==> config.mk <==
export PLATFORM = sky130hd
export DESIGN_NAME = ram_sp_param_init_flat
export DESIGN_NICKNAME = d
export VERILOG_FILES = /design/src/rtl/ram_sp_param_init_if.sv /design/src/rtl/ram_sp_param_init.sv /design/src/flat_wrapper.sv
export SDC_FILE = /design/constraint.sdc
export NUM_CORES = 1
export LEC_CHECK = 0
export ABC_CLOCK_PERIOD_IN_PS = 6300
export BUFFER_PORTS_ARGS = -buffer_cell sky130_fd_sc_hd__clkbuf_2
export CAP_MARGIN = 20
export CORE_AREA = 5 5 125 97
export DETAILED_ROUTE_END_ITERATION = 6
export DIE_AREA = 0 0 130 102
export GPL_ROUTABILITY_DRIVEN = 0
export PLACE_DENSITY_LB_ADDON = 0.2
export REMOVE_ABC_BUFFERS = 1
export SYNTH_ARGS = -nofsm -noshare
export SYNTH_HDL_FRONTEND = slang
export SYNTH_SLANG_ARGS = --single-unit
==> constraint.sdc <==
create_clock -name i_clk -period 6.3 [get_ports i_clk]
set_clock_uncertainty 0.2 [all_clocks]
set_input_delay 0.63 -clock i_clk [delete_from_list [all_inputs] [get_ports i_clk]]
set_output_delay 0.63 -clock i_clk [all_outputs]
set_load 0.05 [all_outputs]
==> src/rtl/ram_sp_param_init_if.sv <==
// ram_sp_param_init_if: access bus for the single-port RAM with init sweep.
//   i_clear      : request to re-run the init sweep (honoured only when not busy)
//   i_address    : shared read/write address
//   i_data_in    : write data
//   i_write_en   : write strobe
//   i_byte_en    : per-byte write mask, bit k covers data bits [8k+7:8k]
//   i_read_en    : read strobe
//   o_data_out   : read data
//   o_read_valid : o_data_out holds valid data for the current request
//   o_busy       : init sweep in progress, user accesses ignored
// Signal prefixes are from the RAM's point of view (slave modport).
interface ram_sp_param_init_if #(
  parameter int unsigned DATA_WIDTH = 8,
  parameter int unsigned ADDR_WIDTH = 4
);
  logic                    i_clear;
  logic [ADDR_WIDTH-1:0]   i_address;
  logic [DATA_WIDTH-1:0]   i_data_in;
  logic                    i_write_en;
  logic [DATA_WIDTH/8-1:0] i_byte_en;
  logic                    i_read_en;
  logic [DATA_WIDTH-1:0]   o_data_out;
  logic                    o_read_valid;
  logic                    o_busy;

  modport master (
    output i_clear, i_address, i_data_in, i_write_en, i_byte_en, i_read_en,
    input  o_data_out, o_read_valid, o_busy
  );

  modport slave (
    input  i_clear, i_address, i_data_in, i_write_en, i_byte_en, i_read_en,
    output o_data_out, o_read_valid, o_busy
  );
endinterface

==> src/rtl/ram_sp_param_init.sv <==
// ram_sp_param_init: parametrised single-port RAM with byte-enabled synchronous write,
// combinational (READ_LATENCY=0) or registered (READ_LATENCY=1) read, and an init
// engine that sweeps INIT_VALUE into every location after reset or on i_clear.
//   i_clk   : clock, all state on rising edge
//   i_reset : asynchronous active-high reset, restarts the init sweep
//   bus     : slave side of ram_sp_param_init_if (address/data/strobes/status)
// Any READ_LATENCY other than 0 builds the registered read path.
module ram_sp_param_init #(
  parameter int unsigned           DATA_WIDTH   = 8,
  parameter int unsigned           ADDR_WIDTH   = 4,
  parameter int unsigned           READ_LATENCY = 0,
  parameter int unsigned           WRITE_FIRST  = 1,
  parameter logic [DATA_WIDTH-1:0] INIT_VALUE   = '0
) (
  input logic                 i_clk,
  input logic                 i_reset,
  ram_sp_param_init_if.slave  bus
);

  localparam int unsigned NumBytes = DATA_WIDTH / 8;
  localparam int unsigned Depth    = 2 ** ADDR_WIDTH;

  localparam logic ST_INIT  = 1'b0;
  localparam logic ST_READY = 1'b1;

  logic                  r_state;
  logic                  w_state_nxt;
  logic [ADDR_WIDTH-1:0] r_cnt;
  logic [ADDR_WIDTH-1:0] w_cnt_nxt;
  logic                  w_busy;
  logic                  w_last;
  logic                  w_user_we;
  logic [DATA_WIDTH-1:0] w_rd_word;
  logic [DATA_WIDTH-1:0] w_merged;

  logic [DATA_WIDTH-1:0] r_mem [Depth];

  assign w_busy    = (r_state == ST_INIT);
  // Terminal compare keeps the counter at ADDR_WIDTH bits without overflow concerns.
  assign w_last    = (r_cnt == {ADDR_WIDTH{1'b1}});
  assign w_user_we = bus.i_write_en & ~w_busy;
  assign w_rd_word = r_mem[bus.i_address];

  // Old word with the enabled bytes replaced; used both for writing and write-first reads.
  always_comb begin
    w_merged = w_rd_word;
    for (int k = 0; k < NumBytes; k++) begin
      if (bus.i_byte_en[k]) begin
        w_merged[8*k +: 8] = bus.i_data_in[8*k +: 8];
      end
    end
  end

  always_comb begin
    w_state_nxt = r_state;
    w_cnt_nxt   = r_cnt;
    unique case (r_state)
      ST_INIT: begin
        w_cnt_nxt = r_cnt + 1'b1;
        if (w_last) begin
          w_state_nxt = ST_READY;
        end
      end
      ST_READY: begin
        if (bus.i_clear) begin
          w_state_nxt = ST_INIT;
          w_cnt_nxt   = '0;
        end
      end
      default: begin
        w_state_nxt = ST_INIT;
        w_cnt_nxt   = '0;
      end
    endcase
  end

  always_ff @(posedge i_clk or posedge i_reset) begin
    if (i_reset) begin
      r_state <= ST_INIT;
      r_cnt   <= '0;
    end else begin
      r_state <= w_state_nxt;
      r_cnt   <= w_cnt_nxt;
    end
  end

  // Storage has no reset; the sweep gives it defined contents.
  always_ff @(posedge i_clk) begin
    if (w_busy) begin
      r_mem[r_cnt] <= INIT_VALUE;
    end else if (w_user_we) begin
      r_mem[bus.i_address] <= w_merged;
    end
  end

  assign bus.o_busy = w_busy;

  if (READ_LATENCY == 0) begin : g_async_read
    assign bus.o_data_out   = w_busy ? '0 : w_rd_word;
    assign bus.o_read_valid = bus.i_read_en & ~w_busy;
  end else begin : g_sync_read
    logic [DATA_WIDTH-1:0] r_dout;
    logic                  r_rvalid;

    always_ff @(posedge i_clk or posedge i_reset) begin
      if (i_reset) begin
        r_dout   <= '0;
        r_rvalid <= 1'b0;
      end else if (bus.i_read_en && !w_busy) begin
        r_rvalid <= 1'b1;
        r_dout   <= ((WRITE_FIRST != 0) && bus.i_write_en) ? w_merged : w_rd_word;
      end else begin
        r_rvalid <= 1'b0;
      end
    end

    assign bus.o_data_out   = r_dout;
    assign bus.o_read_valid = r_rvalid;
  end

endmodule

==> src/flat_wrapper.sv <==
// flat-port wrapper written by rule: the top's interface ports become plain ports
module ram_sp_param_init_flat 
#(
  parameter int unsigned           DATA_WIDTH   = 8,
  parameter int unsigned           ADDR_WIDTH   = 4,
  parameter int unsigned           READ_LATENCY = 0,
  parameter int unsigned           WRITE_FIRST  = 1,
  parameter logic [DATA_WIDTH-1:0] INIT_VALUE   = '0
)
  (i_clk, i_reset, bus_i_clear, bus_i_address, bus_i_data_in, bus_i_write_en, bus_i_byte_en, bus_i_read_en, bus_o_data_out, bus_o_read_valid, bus_o_busy);
  ram_sp_param_init_if #(.DATA_WIDTH(DATA_WIDTH), .ADDR_WIDTH(ADDR_WIDTH)) bus_i ();
  input logic i_clk;
  input logic i_reset;
  input wire logic [$bits(bus_i.i_clear)-1:0] bus_i_clear;
  input wire logic [$bits(bus_i.i_address)-1:0] bus_i_address;
  input wire logic [$bits(bus_i.i_data_in)-1:0] bus_i_data_in;
  input wire logic [$bits(bus_i.i_write_en)-1:0] bus_i_write_en;
  input wire logic [$bits(bus_i.i_byte_en)-1:0] bus_i_byte_en;
  input wire logic [$bits(bus_i.i_read_en)-1:0] bus_i_read_en;
  output wire logic [$bits(bus_i.o_data_out)-1:0] bus_o_data_out;
  output wire logic [$bits(bus_i.o_read_valid)-1:0] bus_o_read_valid;
  output wire logic [$bits(bus_i.o_busy)-1:0] bus_o_busy;
  assign bus_i.i_clear = bus_i_clear;
  assign bus_i.i_address = bus_i_address;
  assign bus_i.i_data_in = bus_i_data_in;
  assign bus_i.i_write_en = bus_i_write_en;
  assign bus_i.i_byte_en = bus_i_byte_en;
  assign bus_i.i_read_en = bus_i_read_en;
  assign bus_o_data_out = bus_i.o_data_out;
  assign bus_o_read_valid = bus_i.o_read_valid;
  assign bus_o_busy = bus_i.o_busy;
  ram_sp_param_init #(.DATA_WIDTH(DATA_WIDTH), .ADDR_WIDTH(ADDR_WIDTH), .READ_LATENCY(READ_LATENCY), .WRITE_FIRST(WRITE_FIRST), .INIT_VALUE(INIT_VALUE)) u_core (.i_clk(i_clk), .i_reset(i_reset), .bus(bus_i));
endmodule
==> run_results.csv, run 1 <==
group,metric,value,unit
outcome,status,"finished clean",
grt,grt_pass1_vias,2806,
cts,cts-buffers-inserted,17,
synthesis,syn_area_per_cell,17.5,sq um
grt,grt_usage,18.6,%
synthesis,yosysWarnings,0,
synthesis,async_reset_ff_share,3.76,%
cts,post_cts_resized,0,
synthesis,synth_seq_cells,133,
worst_setup_path,cp_data_required_time,5.47,ns
floorplanning,die_area,0.0133,sq mm
synthesis,ys_top_cells_by_area,"edfxtp_1 (69%), mux2i_1 (5.8%), mux4_1 (3.8%)",
worst_setup_path,crit_arrival,3.01,ns
floorplanning,core,0.0107,sq mm
floorplanning,io_pins,28,
worst_setup_path,crit_path_end_kind,"primary output",
worst_setup_path,slowest_delay,0.59,ns
cts,cts_sinks,133,
hold_path,min_path_cells,2,
detailed_routing,vias_per_cell,5.88,
cts,path_clk_slew,0.05,ns
cts,cts.htree.levels,4,
synthesis,netlist_area,0.00557,sq mm
sta,fmax,0.261,GHz
cts,clock_latency,0.42,ns
sta,slew_viol_final,0,
synthesis,yosysMostFrequentCell,"edfxtp_1",
synthesis,synth_edf_count,128,
grt,grt-ovfl-total,0,
sta,slew-limit-headroom,31.2,%
run,cap_violations,0,
cts,cts_root_buffer,"clkbuf_16",
floorplanning,die_w,130,um
worst_setup_path,startpoint_type,"input port",
layout,antenna_cells,0,
synthesis,postSynthCellCount,318,
synthesis,synth_cell_types,31,
worst_setup_path,crit_fanout,20,
synthesis,yosys.area.top_type,"edfxtp_1",
worst_setup_path,critPathKind,"input port to primary output",
synthesis,synth_top_flop_cell,"edfxtp_1",
synthesis,synth_top_area_share,69.0,%
worst_setup_path,worstRegToRegCells,3,
grt,grt_max_degree,27,
layout,nNetsFinal,375,
sta,hold_viol,0,
synthesis,yosys-top-cells-count,"edfxtp_1 (128), mux2i_1 (32), nor2_1 (32)",
worst_setup_path,path_common_cell,"clkbuf_2",
synthesis,yosysSeqAreaShare,71.2,%
cts,cts_buffer_depth,2,
detailed_routing,drc,0,
cts,cts_tree,"done",
sta,min_period,3.84,ns
layout,area_growth,13.7,%
pwr,power.leakage,2.28,nW
sta,finalCritPeriodShare,60.9,%
detailed_routing,vias,2977,
grt,grt_pass1_wl,17100,um
sta,setup_violations,0,
sta,rsz0062_at_grt,"no",
layout,drive_gt1_share,23.0,%
detailed_routing,dr.pass1.iters,6,
hold_path,hold_path.class,"input port to flip-flop",
sta,finalSetupTns,0,ns
sta,hold_ws,0.221,ns
worst_setup_path,crit_chain,"clkbuf_2 > buf_4 > mux4_1 > mux2_4 > a22oi_2 > nor2_1 > clkbuf_2",
worst_setup_path,critPathTopFamily,"buffers and inverters",
detailed_routing,drt-total-wl,11500,um
placed_design,dp_hpwl,7250,um
detailed_routing,wl_per_cell,22.6,um
worst_setup_path,cp_slowest_cell,"mux4_1",
floorplanning,initial_core_util,51.9,%
pwr,p_per_area,401,mW/mm^2
pwr,ir_worst_vdd,0.000232,V
floorplanning,rows,33,
grt,grt_antenna_before_repair,0,
sta,worst_pin_slew,1.03,ns
detailed_routing,first_iter_violations,336,
worst_setup_path,cp.buffers_inverters,3,
detailed_routing,ant_nets,0,
placed_design,io_buffer_count,27,
worst_setup_path,crit_cells,7,
floorplanning,die_y,102,um
[cell type report]
class / count / area, sq um
clock buffer: 22 / 444
timing repair buffer: 37 / 213
tap: 140 / 175
clock inverter: 7 / 60.1
fill: 816 / 4400
multi-input combinational: 162 / 1460
sequential: 133 / 3970
inverter: 5 / 18.8
[timing repair]
action / in CTS / in global routing
setup buffers: 0 / 0
hold buffers: 1 / 0
endpoints found under the hold margin: 5 / 0
[stage by stage]
stage	worst slack, ns	power [W]	instances	utilization (%)	cell area (sq um)
after floorplan	3.50	0.00152	300	-	5440
after global placement	2.44	0.00168	469	53.7	5770
after detailed placement	2.45	0.00169	471	53.9	5780
after CTS	2.45	0.00255	501	58.7	6300
after global routing	2.28	0.00264	506	59.0	6340
final	2.46	0.00254	506	59.0	6340
[flip-flops by register name, summed over array words and instances (netlist names)]
name            flops
u_core.r_mem      128
u_core.r_state      1
u_core.r_cnt        4
[worst reg2reg max path, delay by kind of cell, from the launching register on]
family / cells / cell delay, ns
flip-flops: 1 / 0.55
AND/OR/NAND/NOR: 2 / 1.35
AO/OA/AOI/OAI: 1 / 0.25
[where the power goes]
part | total [W] | switching (W) | internal (W)
clock | 0.000868 | 0.000338 | 0.000530
sequential | 0.00123 | 0.0000603 | 0.00117
combinational | 0.000444 | 0.000301 | 0.000142
total | 0.00254 | 0.000699 | 0.00184
[routing by layer]
| layer | track usage [%] | up-vias | part of all wire (%) |
|---|---|---|---|
| met4 | 6.71 | 0 | 1.6 |
| met1 | 28.3 | 1519 | 48 |
| met2 | 25.7 | 93 | 45 |
| met3 | 5.07 | 17 | 5.3 |
| met5 | 0 | - | 0 |
| li1 | - | 1348 | - |
[worst paths after layout]
check,from,endpoint,slack [ns]
worst max-delay path,bus_i_address[0],bus_o_data_out[3],2.46
worst min-delay path,bus_i_clear,u_core.r_cnt[1],0.22
worst max register to register,u_core.r_state,u_core.r_mem[14][5],3.57
worst min register to register,u_core.r_cnt[3],u_core.r_cnt[3],0.39
max in group asynchronous,i_reset,u_core.r_cnt[2],5.27
min in group asynchronous,i_reset,u_core.r_state,0.46
[layout by cell type (no fill, tap or decap)]
cell type      Yosys  routed
nor2b_1            3       3
bufinv_16          0       1
o31ai_1            1       1
clkbuf_1           6       5
mux2_4             8       8
mux2i_1           32      32
a222oi_1           8       8
nor3b_1            2       2
clkinv_2           0       6
dfrtp_1            5       5
dlygate4sd3_1      0       1
nor3_1             2       2
o21ai_0           12      12
clkbuf_2           0      27
nand2b_1           2       2
and2_1             3       3
a31oi_1            5       5
clkbuf_16          0      17
o2bb2ai_1          1       1
nor2_1            32      32
mux4_2             8       8
inv_1              5       5
edfxtp_1         128     128
buf_4              2       9
a21oi_1           19      19
a22oi_2            8       8
o22ai_1            1       1
a32oi_1            1       1
nand3_1            1       1
mux4_1             8       8
nand2_1            4       4
ha_1               1       1
[kinds of logic (layout without fill, tap and decap cells)]
family                     count (synthesis)  after routing  synth area share [%]
buffers and inverters                     23             71                  2.61
and+or+nand+nor                           49             49                  3.86
DFF                                      133            133                  71.2
muxes                                     56             56                  14.9
AOI/OAI and AO/OA                         56             56                  7.14
adders and majority gates                  1              1                 0.225
(Power assumes the default switching activity.)
==> inputs of run 2 (changes only) <==
--- a/config.mk
+++ b/config.mk
@@ -5,7 +5,7 @@
 export SDC_FILE = /design/constraint.sdc
 export NUM_CORES = 1
 export LEC_CHECK = 0
-export ABC_CLOCK_PERIOD_IN_PS = 6300
+export ABC_CLOCK_PERIOD_IN_PS = 3800
 export BUFFER_PORTS_ARGS = -buffer_cell sky130_fd_sc_hd__clkbuf_2
 export CAP_MARGIN = 20
 export CORE_AREA = 5 5 125 97
==> constraint.sdc (replaced) <==
create_clock -name i_clk -period 3.8 [get_ports i_clk]
set_clock_uncertainty 0.2 [all_clocks]
set_input_delay 0.38 -clock i_clk [delete_from_list [all_inputs] [get_ports i_clk]]
set_output_delay 0.38 -clock i_clk [all_outputs]
set_load 0.05 [all_outputs]
==> run_results.csv, run 2 (synthesized netlist as in run 1, its figures left out) <==
group,metric,value,unit
placed_design,dp_hpwl,7570,um
sta,slew-limit-headroom,28.3,%
grt,grt-ovfl-total,0,
worst_setup_path,timing.rr.end,"u_core.r_mem[14][2]",
layout,drive_gt1_share,28.5,%
sta,finalCritPeriodShare,75.2,%
run,cap_violations,0,
worst_setup_path,crit_path_start,"bus_i_address[1]",
sta,rsz0062_at_grt,"no",
layout,layout_common_cells,"edfxtp_1 (128), nor2_1 (32), mux2i_1 (32)",
cts,post_cts_resized,0,
layout,antenna_cells,0,
sta,min_period,2.86,ns
floorplanning,die_y,102,um
sta,slew_viol_final,0,
pwr,p_per_area,692,mW/mm^2
worst_setup_path,critPathTopFamily,"simple AND/OR/NAND/NOR gates",
sta,hold_viol,0,
grt,grt_pass1_vias,3026,
cts,clock_latency,0.42,ns
cts,cts.htree.levels,4,
sta,finalSetupTns,0,ns
hold_path,hold_path.class,"input port to async pin",
sta,fmax,0.350,GHz
detailed_routing,vias_per_cell,5.74,
layout,area_growth,19.2,%
floorplanning,initial_core_util,51.9,%
worst_setup_path,worstRegToRegCells,3,
detailed_routing,ant_nets,0,
cts,holdBufCountCts,2,
layout,fin_util,61.9,%
cts,cts_tree,"done",
worst_setup_path,cp_data_required_time,3.22,ns
grt,grt_max_degree,20,
floorplanning,rows,33,
cts,post_cts_buffers,0,
worst_setup_path,cp.buffers_inverters,3,
layout,top_regs,"u_core.r_mem (128), u_core.r_cnt (4), u_core.r_state (1)",
worst_setup_path,r2r_start,"u_core.r_state",
cts,cts_buffer_depth,2,
floorplanning,die_area,0.0133,sq mm
detailed_routing,drt-total-wl,11600,um
worst_setup_path,path_common_cell,"clkbuf_2",
sta,setup_violations,0,
layout,largest_register,"u_core.r_mem",
detailed_routing,dr.pass1.iters,7,
worst_setup_path,cp_slowest_cell,"nor2b_1",
worst_setup_path,slowest_delay,0.65,ns
cts,path_clk_slew,0.06,ns
placed_design,io_buffer_count,27,
grt,grt_antenna_before_repair,0,
worst_setup_path,startpoint_type,"input port",
worst_setup_path,crit_fanout,8,
detailed_routing,first_iter_violations,279,
worst_setup_path,crit_path_end_kind,"primary output",
floorplanning,io_pins,28,
worst_setup_path,critPathKind,"input port to primary output",
worst_setup_path,crit_cells,7,
pwr,ir_worst_vdd,0.000446,V
layout,nNetsFinal,395,
grt,grt_pass1_wl,17800,um
floorplanning,die_w,130,um
sta,worst_pin_slew,1.08,ns
cts,cts_root_buffer,"clkbuf_16",
cts,cts-buffers-inserted,17,
worst_setup_path,endpoint,"bus_o_data_out[1]",
worst_setup_path,crit_arrival,2.28,ns
detailed_routing,wl_per_cell,21.9,um
detailed_routing,drc,0,
outcome,status,"finished clean",
detailed_routing,vias,3036,
cts,cts_sinks,133,
layout,mostFrequentLayoutCell,"edfxtp_1",
pwr,power.leakage,2.44,nW
worst_setup_path,crit_chain,"clkbuf_2 > nor2b_1 > a222oi_1 > buf_4 > a22oi_2 > nor2_1 > clkbuf_2",
floorplanning,core,0.0107,sq mm
worst_setup_path,r2r_setup_slack,1.15,ns
grt,grt_usage,19.0,%
layout,largest_reg_flops,128,
## run 2: changes by cell type in the layout (fill, tap and decap cells not counted), moves of 3 or more
cell,previous run,this run
bufinv_16,1,5
clkinv_2,6,1
clkbuf_1,5,0
clkinvlp_4,0,3
buf_4,9,28
clkinv_4,0,5
## run 2: final cells by class
class	instances	area (sq um)
Fill cell	790	4100
Sequential cell	133	3970
Multi-Input combinational cell	162	1460
Clock buffer	17	425
Timing Repair Buffer	57	365
Clock inverter	15	230
Tap cell	140	175
Inverter	5	18.8
## run 2: per-stage QoR
step | power [W] | hold WS, ns | area, sq um | std cells | setup WS (ns)
3_3_place_gp | 0.00283 | 0.0729 | 5910 | 488 | 0.619
4_1_cts | 0.00462 | 0.188 | 6590 | 522 | 0.919
5_1_grt | 0.00479 | 0.244 | 6640 | 529 | 0.818
3_5_place_dp | 0.00285 | 0.0732 | 5910 | 488 | 0.596
6_report | 0.00459 | 0.215 | 6640 | 529 | 0.942
2_1_floorplan | 0.00253 | -0.0415 | 5440 | 300 | 1.50
## run 2: how the worst min path moves through the flow
stage                                  to  cells after the start  slack [ns]     from
after floorplan           u_core.r_cnt[0]                      1       -0.04  i_reset
after global placement     u_core.r_state                      2        0.07  i_reset
after detailed placement   u_core.r_state                      2        0.07  i_reset
after CTS                 u_core.r_cnt[3]                      3        0.19  i_reset
after global routing      u_core.r_cnt[3]                      3        0.24  i_reset
final                     u_core.r_cnt[3]                      3        0.21  i_reset
## run 2: worst min-delay path, cell delays in order
cell and delay, ns:
dlygate4sd3_1 0.55, clkbuf_2 0.10, inv_1 0.16
## run 2: layer usage
layer	GRT usage [%]	vias up	part of all wire, %
met2	29.0	112	47
met3	5.43	11	6.4
met5	0	-	0
li1	-	1396	-
met1	27.1	1517	45
met4	5.51	0	0.97
## run 2: power by group
part           total [W]  internal (W)  switching (W)  leakage, nW
combinational   0.000800      0.000281       0.000519        0.861
sequential       0.00203       0.00193      0.0000935         1.27
clock            0.00177       0.00117       0.000601        0.310
